$ cat config.mk
export PLATFORM = sky130hd
export DESIGN_NAME = datapath_sequencer
export DESIGN_NICKNAME = d
export VERILOG_FILES = /design/src/rtl/datapath_sequencer.sv
export SDC_FILE = /design/constraint.sdc
export NUM_CORES = 1
export LEC_CHECK = 0
export ABC_AREA = 1
export BUFFER_PORTS_ARGS = -buffer_cell sky130_fd_sc_hd__clkbuf_2
export CORE_ASPECT_RATIO = 0.7
export CORE_MARGIN = 3
export CORE_UTILIZATION = 25
export CTS_CLUSTER_SIZE = 40
export DETAILED_ROUTE_END_ITERATION = 7
export HOLD_SLACK_MARGIN = 0.06
export PLACE_DENSITY = 0.48
export SYNTH_ARGS = -nofsm -noshare
export SYNTH_HDL_FRONTEND = slang
export SYNTH_SLANG_ARGS = --single-unit
$ cat constraint.sdc
create_clock -name clk -period 1.85 [get_ports clk]
set_input_delay 0.555 -clock clk [delete_from_list [all_inputs] [get_ports clk]]
set_output_delay 0.555 -clock clk [all_outputs]
set_load 0.02 [all_outputs]
$ cat src/rtl/datapath_sequencer.sv
// datapath_sequencer
//   Control stage in front of the register-file/ALU datapath. Accepts one
//   command at a time over a valid/ready handshake and expands it into
//   registered, cycle-by-cycle datapath controls.
//
// Ports
//   clk, rst_n            clock, asynchronous active-low reset
//   cmd_valid/cmd_ready   command handshake (ready only while IDLE)
//   cmd_code              0 NOP, 1 LOADN, 2 ALU, 3 OUT, 4 TEST, 5-7 illegal
//   cmd_sel/cmd_count     first InPort byte index / byte count (LOADN)
//   cmd_dst               destination register (LOADN, ALU)
//   cmd_srca/cmd_srcb     source registers
//   cmd_alu               ALU opcode (ALU, TEST)
//   Ctrl                  bit0 = write source (1 InPort byte, 0 ALU result)
//   Sel, Wen, WA          InPort byte select, write enable, write address
//   RAA, RAB, Op          read addresses, ALU opcode (4 = pass RAA out)
//   Flag                  datapath flag, sampled at the end of a TEST cycle
//   out_valid             OutPort currently holds register RAA
//   flag_q                last sampled Flag
//   err                   sticky illegal-command flag
module datapath_sequencer #(
  parameter int unsigned OUT_HOLD  = 2,
  parameter int unsigned MAX_BURST = 8
) (
  input  logic       clk,
  input  logic       rst_n,
  input  logic       cmd_valid,
  output logic       cmd_ready,
  input  logic [2:0] cmd_code,
  input  logic [3:0] cmd_sel,
  input  logic [3:0] cmd_count,
  input  logic [3:0] cmd_dst,
  input  logic [3:0] cmd_srca,
  input  logic [3:0] cmd_srcb,
  input  logic [2:0] cmd_alu,
  output logic [7:0] Ctrl,
  output logic [3:0] Sel,
  output logic       Wen,
  output logic [3:0] WA,
  output logic [3:0] RAA,
  output logic [3:0] RAB,
  output logic [2:0] Op,
  input  logic       Flag,
  output logic       out_valid,
  output logic       flag_q,
  output logic       err
);

  typedef enum logic [2:0] {
    S_IDLE,
    S_LOAD,
    S_EXEC,
    S_WB,
    S_OUT,
    S_TEST,
    S_DONE
  } state_t;

  localparam logic [2:0] CMD_NOP   = 3'd0;
  localparam logic [2:0] CMD_LOADN = 3'd1;
  localparam logic [2:0] CMD_ALU   = 3'd2;
  localparam logic [2:0] CMD_OUT   = 3'd3;
  localparam logic [2:0] CMD_TEST  = 3'd4;
  localparam logic [2:0] OP_PASS   = 3'd4;

  localparam logic [3:0] MAX_BURST_W = 4'(MAX_BURST);
  localparam logic [3:0] HOLD_LAST   = 4'(OUT_HOLD - 1);

  state_t     state_q, state_d;
  logic       ready_q, ready_d;
  logic       ctrl0_q, ctrl0_d;
  logic [3:0] sel_q,   sel_d;
  logic       wen_q,   wen_d;
  logic [3:0] wa_q,    wa_d;
  logic [3:0] raa_q,   raa_d;
  logic [3:0] rab_q,   rab_d;
  logic [2:0] op_q,    op_d;
  logic       ov_q,    ov_d;
  logic       flag_d;
  logic       err_q,   err_d;
  logic [3:0] dst_q,   dst_d;
  // Remaining LOAD cycles or remaining OUT hold cycles, minus one.
  logic [3:0] cnt_q,   cnt_d;
  logic [3:0] burst;

  always_comb begin
    if (cmd_count == 4'd0) begin
      burst = 4'd1;
    end else if (cmd_count > MAX_BURST_W) begin
      burst = MAX_BURST_W;
    end else begin
      burst = cmd_count;
    end
  end

  always_comb begin
    state_d = state_q;
    ctrl0_d = ctrl0_q;
    sel_d   = sel_q;
    wen_d   = 1'b0;
    wa_d    = wa_q;
    raa_d   = raa_q;
    rab_d   = rab_q;
    op_d    = op_q;
    ov_d    = 1'b0;
    flag_d  = flag_q;
    err_d   = err_q;
    dst_d   = dst_q;
    cnt_d   = cnt_q;

    unique case (state_q)
      S_IDLE: begin
        if (cmd_valid && ready_q) begin
          ctrl0_d = 1'b0;
          case (cmd_code)
            CMD_NOP: state_d = S_DONE;
            CMD_LOADN: begin
              state_d = S_LOAD;
              ctrl0_d = 1'b1;
              wen_d   = 1'b1;
              sel_d   = cmd_sel & 4'h7;
              wa_d    = cmd_dst;
              op_d    = '0;
              cnt_d   = burst - 4'd1;
            end
            CMD_ALU: begin
              state_d = S_EXEC;
              raa_d   = cmd_srca;
              rab_d   = cmd_srcb;
              op_d    = cmd_alu;
              dst_d   = cmd_dst;
            end
            CMD_OUT: begin
              state_d = S_OUT;
              raa_d   = cmd_srca;
              op_d    = OP_PASS;
              cnt_d   = HOLD_LAST;
              ov_d    = (HOLD_LAST == 4'd0);
            end
            CMD_TEST: begin
              state_d = S_TEST;
              raa_d   = cmd_srca;
              rab_d   = cmd_srcb;
              op_d    = cmd_alu;
            end
            default: begin
              err_d   = 1'b1;
              state_d = S_DONE;
            end
          endcase
        end
      end
      S_LOAD: begin
        if (cnt_q == 4'd0) begin
          state_d = S_DONE;
        end else begin
          cnt_d = cnt_q - 4'd1;
          sel_d = (sel_q + 4'd1) & 4'h7;
          wa_d  = wa_q + 4'd1;
          wen_d = 1'b1;
        end
      end
      S_EXEC: begin
        state_d = S_WB;
        wen_d   = 1'b1;
        wa_d    = dst_q;
      end
      S_WB: state_d = S_DONE;
      S_OUT: begin
        if (cnt_q == 4'd0) begin
          state_d = S_DONE;
        end else begin
          cnt_d = cnt_q - 4'd1;
          // The cycle about to start is the last hold cycle.
          ov_d  = (cnt_q == 4'd1);
        end
      end
      S_TEST: begin
        flag_d  = Flag;
        state_d = S_DONE;
      end
      S_DONE: state_d = S_IDLE;
      default: state_d = S_IDLE;
    endcase

    // Every path into DONE quiets the control strobes; addresses hold.
    if (state_d == S_DONE) begin
      ctrl0_d = 1'b0;
      op_d    = '0;
      wen_d   = 1'b0;
      ov_d    = 1'b0;
    end

    ready_d = (state_d == S_IDLE);
  end

  always_ff @(posedge clk or negedge rst_n) begin
    if (!rst_n) begin
      state_q <= S_IDLE;
      ready_q <= 1'b0;
      ctrl0_q <= 1'b0;
      sel_q   <= '0;
      wen_q   <= 1'b0;
      wa_q    <= '0;
      raa_q   <= '0;
      rab_q   <= '0;
      op_q    <= '0;
      ov_q    <= 1'b0;
      flag_q  <= 1'b0;
      err_q   <= 1'b0;
      dst_q   <= '0;
      cnt_q   <= '0;
    end else begin
      state_q <= state_d;
      ready_q <= ready_d;
      ctrl0_q <= ctrl0_d;
      sel_q   <= sel_d;
      wen_q   <= wen_d;
      wa_q    <= wa_d;
      raa_q   <= raa_d;
      rab_q   <= rab_d;
      op_q    <= op_d;
      ov_q    <= ov_d;
      flag_q  <= flag_d;
      err_q   <= err_d;
      dst_q   <= dst_d;
      cnt_q   <= cnt_d;
    end
  end

  assign cmd_ready = ready_q;
  assign Ctrl      = {7'b0, ctrl0_q};
  assign Sel       = sel_q;
  assign Wen       = wen_q;
  assign WA        = wa_q;
  assign RAA       = raa_q;
  assign RAB       = rab_q;
  assign Op        = op_q;
  assign out_valid = ov_q;
  assign err       = err_q;

endmodule

## Word-level counts from Yosys, hierarchy flattened

Cells that the tools add are included.

| word-level totals | value |
|---|---|
| register bits after elaboration | 36 |
| input port bits | 30 |
| output and inout port bits | 32 |
| word-level logic and storage cells | 95 |

| cells by class | value |
|---|---|
| add/sub/neg operators | 4 |
| order comparisons | 1 |
| equal/unequal tests | 16 |
| muxes and demuxes | 33 |
| bitwise operators | 1 |
| reductions and logical operators | 26 |

Operator list:

| operator | number |
|---|---|
| $mux 4 | 10 |
| $pmux 3 s4 | 2 |
| $pmux 4 s2 | 3 |
| $mux 3 | 5 |
| $reduce_and 3->1 | 5 |
| $eq 3x2->1 const B | 4 |
| $eq 3x3->1 const B | 4 |
| $pmux 4 s3 | 1 |
| $reduce_and 4->1 | 3 |
| $mux 1 | 10 |
| $logic_not 3->1 | 3 |
| $pmux 3 s3 | 1 |
| $logic_not 4->1 | 2 |
| $reduce_bool 2->1 | 4 |
| $sub 4x1->4 const B | 2 |
| $eq 3x1->1 const B | 2 |
| $ne 2x2->1 const B | 3 |
| $reduce_or 2->1 | 3 |
| $reduce_or 5->1 | 1 |
| $add 4x1->4 const B | 1 |
| $eq 4x1->1 const B | 1 |
| $gt 4x4->1 const B | 1 |
| $reduce_bool 4->1 | 1 |
| $add 3x1->3 const B | 1 |
| other kinds (8) | 8 |

## Logic depth before layout (Yosys ltp)

Gate-level depths: netlist of run 1.

| logic depth | value |
|---|---|
| word-level depth | 7 |
| mapped depth | 10 |
| depth with buffers taken out | 10 |

## Worst setup path before layout of run 1

Ideal clock, no wire load.

| path | value |
|---|---|
| path kind | input-to-reg |
| start | input port cmd_code[1] |
| end | register rab_q[0] (netlist: RAB[0]) |
| library setup time | 0.125 ns |
| arrival time | 1.405 ns |
| data required time | 1.725 ns |
| setup slack | 0.320 ns |
| stages on the path | 6 |
| buffers on the path | 0 |
| path through | inv_1 -> nand2_1 -> nand2_1 -> nand2_1 -> nor2_4 -> mux2_2 |

| between the ends | value |
|---|---|
| word-level cells in the longest chain between the ends | 3 |
| elaborated cells on any way between the ends | 4 |
| those cells by class | eq/ne: 2; reduce/logical: 2 |

RTL lines:

| element | line | source |
|---|---|---|
| from (decl) | 29 | `input logic [2:0] cmd_code,` |
| $eq 3x3->1 or $eq 3x2->1 (tied branches) | 115 | `case (cmd_code)` |
| $reduce_or 2->1 (no source line) (*) | - |  |
| $reduce_and 3->1 (no source line) (*) | - |  |
| to (signal assigned) | 221 | `rab_q <= rab_d;` |
| to (decl) | 76 | `logic [3:0] rab_q, rab_d;` |

Every way passes the cells marked *; elsewhere a longest branch is shown, timed or not.
A chain may end at the register's enable or synchronous reset.

## Final worst setup path of run 1

| path | value |
|---|---|
| start | register cnt_q[0] |
| end | register wa_q[3] (netlist: WA[3]) |

| between the ends | value |
|---|---|
| word-level cells in the longest chain between the ends | 3 |

RTL lines:

| element | line | source |
|---|---|---|
| from (decl) | 83 | `logic [3:0] cnt_q, cnt_d;` |
| from (signal assigned) | 227 | `cnt_q <= cnt_d;` |
| $logic_not 4->1 | 154 | `if (cnt_q == 4'd0) begin` |
| $ne 2x2->1 (no source line) | - |  |
| $reduce_and 4->1 (no source line) | - |  |
| to (signal assigned) | 219 | `wa_q <= wa_d;` |
| to (decl) | 74 | `logic [3:0] wa_q, wa_d;` |

No other way between the ends.

==> results by group, run 1 <==
Status
  • Outcome: finished, final reports clean

Setup path
  • Worst Setup SP: cnt_q[0]
  • Worst path slowest cell: dfrtp_1
  • Worst-path cell chain: inv_1 > ha_1 > nand2_1 > nand2_1 > nand2_1 > nor2_2 > inv_1 > nand2_1 > o21ai_1
  • CP dominant cell by count: nand2_1
  • Crit. End Element: flip-flop
  • CP Data Arrival Time: 1.77 ns
  • Worst r2r src: cnt_q[0]
  • Crit Path Class: flip-flop to flip-flop
  • Worst-path fanout max: 6
  • CP startpoint kind: flip-flop
  • CP max stage delay: 0.39 ns
  • Crit path required time: 2.01 ns

Layout
  • Final net count: 342
  • Multi-input gate area: 953 um^2
  • Register area: 876 um^2
  • Fillers: 813
  • Ant diodes: 0
  • Finished Layout Cells: 406
  • Area grow syn2layout: 27.1%
  • Layout cells sized above 1: 29.2%
  • Fin util: 33.7%

Global routing
  • Gr usage total: 11.0%
  • Grt total ovfl: 0
  • Vias in the first global route: 1695
  • Largest net degree at the start of global routing: 36
  • Global-route wire length before repair: 8130 um
  • Initial antenna violation count: 0

CTS
  • Clock transition at the registers of the reported paths: 0.06 ns
  • CTS tree: built
  • Post-CTS Resized: 0
  • Postcts setup bufs: 0
  • CTS Buf Count: 5
  • Clk sinks: 35
  • Htree depth: 2
  • Clock root buffer: clkbuf_16
  • Clock Tree Buf Depth: 2
  • Worst skew pair latency: 0.27 ns
  • Post-CTS Hold Fix Bufs: 0

Power
  • Sw Share: 43.3%
  • Sw power: 0.00192 W
  • Lkg Pwr: 1.40 nW
  • Worst VDD drop: 0.000612 V
  • Pwr dens: 1740 mW/mm^2
  • Overall Power: 0.00443 W
  • Combinational share of power: 46.9%
  • Seq pwr share: 30.8%
  • Int Power: 0.00251 W
  • Clock power frac: 22.2%

STA
  • Slew Viols, Final: 0
  • Setup ws final: 0.237 ns
  • Final Skew: 0.00158 ns
  • Fin Setup TNS: 0 ns
  • Max Clk Rate: 620 MHz
  • RSZ-0062 raised after global routing: false
  • Final setup viols: 0
  • Crit share post-route: 87.2%
  • Tmin final: 1.61 ns
  • Final number of hold-violating endpoints: 0

Placed design
  • Dpl cells: 398
  • Placer Congestion: 0.812
  • Pre-CTS setup slack: 0.0959 ns
  • Placed wire-length estimate: 3710 um
  • Number of I/O port buffers: 52

Die
  • Die area: 0.00913 mm^2
  • Die Span X: 113 um
  • Die height: 80.9 um
  • Std cell rows: 26
  • Initial Util: 26.5%
  • Count of boundary I/O pins: 62
  • Placeable core region: 0.00755 mm^2

Drt
  • DRC errors left: 0
  • Final ANT Viol Nets: 0
  • Pre-antenna DRT Iters: 4
  • Final wirelength: 4700 um
  • DR WL/cell: 11.6 um
  • Vias per inst: 4.25
  • Detailed-route via count: 1724
  • Initial DRC Count: 52

Logic synthesis
  • Cell count after synthesis: 246
  • Register area share after synthesis: 43.8%
  • Syn avg cell area: 8.14 um^2
  • Area of the mapped netlist: 0.00200 mm^2
  • Ys Warns: 0
  • Register bit total from synthesis: 35
  • Netlist cell types: 30

Worst hold path
  • Worst min-delay path class: input pin to async pin

Run
  • MaxCap Viol Count: 0
per-stage QoR:
stage	hold WS, ns	instance area (um^2)
6_report	0.311	2540
5_1_grt	0.349	2540
4_1_cts	0.335	2540
3_5_place_dp	0.462	2370
3_3_place_gp	0.465	2370
2_1_floorplan	0.259	2030
cell usage in the layout, fill, tap and decap left out, types with 2 or more instances in the layout:
cell type  instances
o21ai_1            3
buf_4              6
o21ai_0           14
conb_1             8
ha_1               5
mux2i_1            2
dfrtp_1           35
nor2_4             4
a21oi_1           12
nand2_1           71
clkbuf_2          52
clkbuf_16          5
nand2_2            3
o22ai_1            2
inv_1             26
nand3_1           18
inv_2              4
xnor2_1            3
nor2_1            15
mux2_2             6
logic make-up after synthesis:
kind of cell / Yosys count / synth area share (%)
compound gates: 35 / 9.75
other cells: 1 / 0.187
mux: 9 / 5.12
xor+xnor: 4 / 1.75
fa+ha+maj: 5 / 3.13
simple gates: 116 / 26.4
buf+inv: 41 / 9.94
flops: 35 / 43.8
area by class of cell:
class	instances	area share, %
Clock buffer	6	5.46
Sequential cell	35	34.4
Multi-Input combinational cell	177	37.5
Tap cell	98	4.82
Clock inverter	2	1.38
Timing Repair Buffer	58	12.0
Inverter	30	4.43
power by group through the flow:
stage	sequential [W]	clock [W]	combinational, W
finish	0.00136	0.000984	0.00208
global route	0.00142	0.00105	0.00238
CTS	0.00137	0.00102	0.00210
detailed placement	0.00137	0	0.00210
global placement	0.00137	0	0.00209
floorplan	0.00160	0	0.00127
layer usage:
metal / up-vias / wire [um] / GRT usage, %
met5: - / 0 / 0
met4: 0 / 10 / 1.44
met3: 2 / 398 / 4.39
met2: 54 / 1750 / 15.0
met1: 772 / 2530 / 16.6
li1: 896 / - / -
synthesized netlist by cell type, drive strengths merged:
cell / count / share of area (%)
xor2: 1 / 0.44
inv: 30 / 5.6
xnor2: 3 / 1.3
conb: 1 / 0.19
nand2: 74 / 14
nand4: 1 / 0.62
nor3: 1 / 0.25
o211ai: 1 / 0.62
o22ai: 2 / 0.62
ha: 5 / 3.1
o21bai: 1 / 0.38
mux2: 7 / 4.1
buf: 11 / 4.3
mux2i: 2 / 1.0
o221ai: 1 / 0.44
o21ai: 18 / 4.7
nand3: 20 / 5.9
nor2: 20 / 5.4
dfrtp: 35 / 44
a21oi: 12 / 3.0
worst max-delay path: cells and delay by family (launching register included):
family | cells | cell delay [ns]
compound gates | 1 | 0.06
fa+ha+maj | 1 | 0.20
buf+inv | 2 | 0.22
flops | 1 | 0.39
simple gates | 5 | 0.63
registers in the layout, indices dropped and copies added (netlist names), 3 cells and up:
signal and count:
cnt_q 4, state_q 3, RAB 4, Sel 3, dst_q 4, Op 3
RAA 4, WA 4
final timing paths:
check	endpoint	slack, ns	cells past startpoint
worst max-delay path	WA[3]	0.24	9
worst min-delay path	RAB[1]	0.31	2
worst max register to register	WA[3]	0.24	9
worst min register to register	cnt_q[1]	0.48	2
max in group asynchronous	cnt_q[2]	1.21	2
min in group clk	RAA[1]	0.48	3
Note: power is estimated with default switching activity, not from simulation.
==> run 2: changes to the inputs <==
Settings changed: CORE_UTILIZATION 25 to 45, PLACE_DENSITY 0.48 to 0.75.
==> results by group, run 2 (same netlist as run 1, synthesis figures left out) <==
Setup path
  • Crit Path Class: flip-flop to flip-flop (unchanged)
  • CP max stage delay: 0.41 ns (was 0.39 ns)
  • Critical path depth in cells: 9 (unchanged)
  • CP bufs+invs: 2 (unchanged)
  • Worst r2r path cells: 9 (unchanged)
  • CP Data Arrival Time: 1.80 ns (was 1.77 ns)
  • Worst-path cell chain: inv_1 > ha_1 > nand2_1 > nand2_1 > nand2_1 > nor2_2 > inv_1 > nand2_1 > o21ai_1 (unchanged)
  • Cell family with most CP delay: simple AND/OR/NAND/NOR gates (unchanged)
  • CP startpoint kind: flip-flop (unchanged)
  • Worst path slowest cell: dfrtp_1 (unchanged)
  • Crit. End Element: flip-flop (unchanged)
  • CP dominant cell by count: nand2_1 (unchanged)
  • Worst-path fanout max: 6 (unchanged)
  • Crit path required time: 2.02 ns (was 2.01 ns)

Drt
  • Final ANT Viol Nets: 0 (unchanged)
  • Final wirelength: 4260 um (was 4700 um)
  • DRC errors left: 0 (unchanged)
  • DR WL/cell: 11.9 um (was 11.6 um)
  • Detailed-route via count: 1732 (was 1724)
  • Vias per inst: 4.85 (was 4.25)
  • Pre-antenna DRT Iters: 4 (unchanged)
  • Initial DRC Count: 98 (was 52)

Die
  • Placeable core region: 0.00409 mm^2 (was 0.00755 mm^2)
  • Count of boundary I/O pins: 62 (unchanged)
  • Std cell rows: 19 (was 26)
  • Die Span X: 85.7 um (was 113 um)
  • Die height: 61.8 um (was 80.9 um)
  • Die area: 0.00530 mm^2 (was 0.00913 mm^2)
  • Initial Util: 49.0% (was 26.5%)

Layout
  • Design area: 0.00243 mm^2 (was 0.00254 mm^2)
  • Finished Layout Cells: 357 (was 406)
  • Ant diodes: 0 (unchanged)
  • Commonest non-fill, non-tap cell in the layout: nand2_1 (unchanged)
  • Layout cells sized above 1: 28.5% (was 29.2%)
  • Most frequent cells in the layout: 71 x nand2_1, 52 x clkbuf_2, 35 x dfrtp_1 (unchanged)
  • Area grow syn2layout: 21.2% (was 27.1%)
  • Final net count: 339 (was 342)

Global routing
  • Gr usage total: 16.7% (was 11.0%)
  • Vias in the first global route: 1502 (was 1695)
  • Grt total ovfl: 0 (unchanged)
  • Largest net degree at the start of global routing: 36 (unchanged)
  • Initial antenna violation count: 0 (unchanged)
  • Global-route wire length before repair: 6890 um (was 8130 um)

CTS
  • Clk sinks: 35 (unchanged)
  • Clock transition at the registers of the reported paths: 0.08 ns (was 0.06 ns)
  • Clock root buffer: clkbuf_8 (was clkbuf_16)
  • Post-CTS Resized: 0 (unchanged)
  • Worst skew pair latency: 0.28 ns (was 0.27 ns)
  • CTS Buf Count: 5 (unchanged)
  • Clock Tree Buf Depth: 2 (unchanged)
  • Post-CTS Hold Fix Bufs: 0 (unchanged)
  • CTS tree: built (unchanged)
  • Postcts setup bufs: 0 (unchanged)
  • Htree depth: 2 (unchanged)

Worst hold path
  • Worst min-delay path class: input pin to async pin (unchanged)

STA
  • Hold Slack: 0.298 ns (was 0.311 ns)
  • Max Clk Rate: 613 MHz (was 620 MHz)
  • RSZ-0062 raised after global routing: false (unchanged)
  • Slew Viols, Final: 0 (unchanged)
  • Crit share post-route: 88.1% (was 87.2%)
  • Tmin final: 1.63 ns (was 1.61 ns)
  • Final Skew: 0.00671 ns (was 0.00158 ns)
  • Final number of hold-violating endpoints: 0 (unchanged)
  • Final setup viols: 0 (unchanged)
  • Fin Setup TNS: 0 ns (unchanged)

Power
  • Worst VDD drop: 0.000987 V (was 0.000612 V)
  • Lkg Pwr: 1.36 nW (was 1.40 nW)
  • Pwr dens: 1750 mW/mm^2 (was 1740 mW/mm^2)
  • Overall Power: 0.00424 W (was 0.00443 W)

Placed design
  • Placer Congestion: 0.831 (was 0.812)
  • Number of I/O port buffers: 52 (unchanged)
  • Dpl cells: 349 (was 398)
  • Placed wire-length estimate: 3280 um (was 3710 um)
  • Placed instance area: 0.00229 mm^2 (was 0.00237 mm^2)

Run
  • MaxCap Viol Count: 0 (unchanged)

Status
  • Outcome: finished, final reports clean (unchanged)
run 2: cell count changes in the layout (fill, tap and decap cells not counted):
cell / previous run / this run
clkbuf_16: 5 / 0
clkinv_2: 1 / 0
bufinv_16: 1 / 2
clkbuf_8: 1 / 5
buf_4: 6 / 3
clkinvlp_4: 0 / 1
run 2: report_power, final:
part,leakage [nW],switching (W),internal [W]
Sequential,0.438,0.000257,0.00110
Clock,0.0644,0.000283,0.000537
Combinational,0.860,0.00134,0.000719
Total,1.36,0.00187,0.00236
run 2: routing by layer:
| layer | share of wire [%] | GRT usage (%) | wire length [um] |
|---|---|---|---|
| met1 | 48 | 23.6 | 2060 |
| met2 | 41 | 25.1 | 1760 |
| met5 | 0 | 0 | 0 |
| met4 | 0.66 | 4.74 | 28 |
| met3 | 9.6 | 5.27 | 408 |
run 2: path summary, 6_finish.rpt:
kind / endpoint / start / slack [ns]
worst max-delay path: WA[3] / cnt_q[0] / 0.22
worst min-delay path: Wen / rst_n / 0.30
worst max register to register: WA[3] / cnt_q[0] / 0.22
worst min register to register: err / err / 0.48
max in group asynchronous: Sel[1] / rst_n / 1.23
min in group clk: RAA[0] / cmd_srca[0] / 0.46
run 2: per-stage QoR:
| step | utilization (%) | worst slack (ns) |
|---|---|---|
| after global placement | 56.0 | 0.108 |
| after CTS | 59.3 | 0.226 |
| after detailed placement | 56.0 | 0.0859 |
| after global routing | 59.3 | 0.0375 |
| final | 59.3 | 0.219 |
| after floorplan | - | 0.320 |
run 2: final cells by class:
class                   count  area [um^2]
clock buffers               5         68.8
repair buffers             55          283
clock inverters             3         67.6
inverters                  30          113
multi-input cells         177          953
well taps                  52         65.1
fillers                   384         1660
flip-flops and latches     35          876
==> run 3: changes to the inputs <==
Settings changed: CORE_MARGIN 3 to default.
Clock period 1.85 ns to 1.6 ns, I/O delays scaled along.
==> results by group, run 3 (same netlist as run 1, synthesis figures left out) <==
STA
  • Final Skew: 0.00551 ns (was 0.00671 ns)
  • Crit share post-route: 92.3% (was 88.1%)
  • Max Clk Rate: 677 MHz (was 613 MHz)
  • Final number of hold-violating endpoints: 0 (unchanged)
  • Slew Viols, Final: 0 (unchanged)
  • Fin Setup TNS: 0 ns (unchanged)
  • Final setup viols: 0 (unchanged)
  • Setup ws final: 0.124 ns (was 0.219 ns)
  • Tmin final: 1.48 ns (was 1.63 ns)

Layout
  • Fin util: 62.2% (was 59.3%)
  • Fillers: 377 (was 384)
  • Ant diodes: 0 (unchanged)
  • Most frequent cells in the layout: 70 x nand2_1, 52 x clkbuf_2, 35 x dfrtp_1 (was 71 x nand2_1, 52 x clkbuf_2, 35 x dfrtp_1)
  • Commonest non-fill, non-tap cell in the layout: nand2_1 (unchanged)
  • Final net count: 352 (was 339)
  • Area grow syn2layout: 27.1% (was 21.2%)
  • Layout cells sized above 1: 32.4% (was 28.5%)

Placed design
  • Number of I/O port buffers: 52 (unchanged)
  • Pre-CTS setup slack: -0.00554 ns (was 0.0859 ns)
  • Placer Congestion: 0.801 (was 0.831)
  • Placed wire-length estimate: 3290 um (was 3280 um)

Global routing
  • Global-route wire length before repair: 7040 um (was 6890 um)
  • Grt total ovfl: 0 (unchanged)
  • Vias in the first global route: 1607 (was 1502)
  • Largest net degree at the start of global routing: 36 (unchanged)
  • Initial antenna violation count: 0 (unchanged)
  • Gr usage total: 19.8% (was 16.7%)

Drt
  • Detailed-route via count: 1764 (was 1732)
  • Pre-antenna DRT Iters: 4 (unchanged)
  • Vias per inst: 4.77 (was 4.85)
  • DR WL/cell: 11.4 um (was 11.9 um)
  • DRC errors left: 0 (unchanged)
  • Final wirelength: 4240 um (was 4260 um)
  • Initial DRC Count: 88 (was 98)
  • Final ANT Viol Nets: 0 (unchanged)

Setup path
  • CP startpoint kind: flip-flop (unchanged)
  • Crit path required time: 1.77 ns (was 2.02 ns)
  • Worst r2r path cells: 9 (unchanged)
  • Worst-path fanout max: 5 (was 6)
  • Crit. End Element: flip-flop (unchanged)
  • CP Data Arrival Time: 1.65 ns (was 1.80 ns)
  • Worst r2r src: cnt_q[0] (unchanged)
  • R2R Setup Slk: 0.12 ns (was 0.22 ns)
  • Worst Setup SP: cnt_q[0] (unchanged)
  • Crit Path Class: flip-flop to flip-flop (unchanged)
  • FF-to-FF End: WA[3] (unchanged)

Power
  • Lkg Pwr: 1.42 nW (was 1.36 nW)
  • Pwr dens: 1990 mW/mm^2 (was 1750 mW/mm^2)
  • Overall Power: 0.00506 W (was 0.00424 W)
  • Worst VDD drop: 0.00120 V (was 0.000987 V)

CTS
  • CTS Buf Count: 5 (unchanged)
  • Post-CTS Hold Fix Bufs: 0 (unchanged)
  • Htree depth: 2 (unchanged)
  • Worst skew pair latency: 0.28 ns (about the same)
  • Clock root buffer: clkbuf_8 (unchanged)
  • Clock transition at the registers of the reported paths: 0.07 ns (was 0.08 ns)
  • CTS tree: built (unchanged)
  • Clk sinks: 35 (unchanged)
  • Clock Tree Buf Depth: 2 (unchanged)

Die
  • Std cell rows: 19 (unchanged)
  • Die height: 57.8 um (was 61.8 um)
  • Die area: 0.00472 mm^2 (was 0.00530 mm^2)
  • Placeable core region: 0.00409 mm^2 (unchanged)
  • Initial Util: 49.0% (unchanged)
  • Die Span X: 81.7 um (was 85.7 um)
  • Count of boundary I/O pins: 62 (unchanged)

Status
  • Outcome: finished, final reports clean (unchanged)

Worst hold path
  • Worst min-delay path class: input pin to async pin (unchanged)

Run
  • MaxCap Viol Count: 0 (unchanged)
run 3: metal layers:
layer | global-route usage (%) | share of wire, % | up-vias
met5 | 0 | 0 | -
met3 | 5.98 | 5.7 | 0
met4 | 1.50 | 0 | 0
li1 | - | - | 921
met1 | 26.5 | 48 | 789
met2 | 32.9 | 46 | 54
run 3: how the worst max path moves through the flow:
| stage | end | slack, ns |
|---|---|---|
| 6_report | WA[3] | 0.12 |
| 5_1_grt | WA[3] | -0.03 |
| 4_1_cts | WA[3] | 0.006 |
| 3_5_place_dp | RAB[3] | -0.006 |
| 3_3_place_gp | WA[3] | 0.03 |
| 2_1_floorplan | RAB[0] | 0.14 |
run 3: layout make-up:
type	count	area (um^2)	share of cell area [%]
tap	52	65.1	2.56
timing repair buffer	68	380	15.0
inverter	30	113	4.43
sequential	35	876	34.4
multi-input combinational	177	973	38.3
clock inverter	3	67.6	2.66
clock buffer	5	68.8	2.71
run 3: timing repair:
item	in CTS	in global routing
gates resized for setup	0	5
setup buffers	0	1
setup endpoints to repair	0	14
run 3: power by group:
part           total (W)  switching (W)  internal, W  leakage, nW
logic            0.00257        0.00161     0.000963        0.923
clock network   0.000946       0.000325     0.000621       0.0644
registers        0.00155       0.000270      0.00128        0.438
run 3: stage by stage:
step | hold slack, ns | std cells | area [um^2]
CTS | 0.246 | 369 | 2520
global placement | 0.461 | 361 | 2380
floorplan | 0.184 | 253 | 2030
finish | 0.225 | 370 | 2540
global route | 0.274 | 370 | 2540
detailed placement | 0.466 | 361 | 2380
run 3: worst max-delay path: stages (launching register included):
cell,delay [ns]
dfrtp_1,0.40
inv_1,0.12
ha_4,0.16
nand2_2,0.08
nand2_1,0.08
nand2_1,0.10
nor2_4,0.19
inv_1,0.11
nand2_1,0.07
o21ai_1,0.05
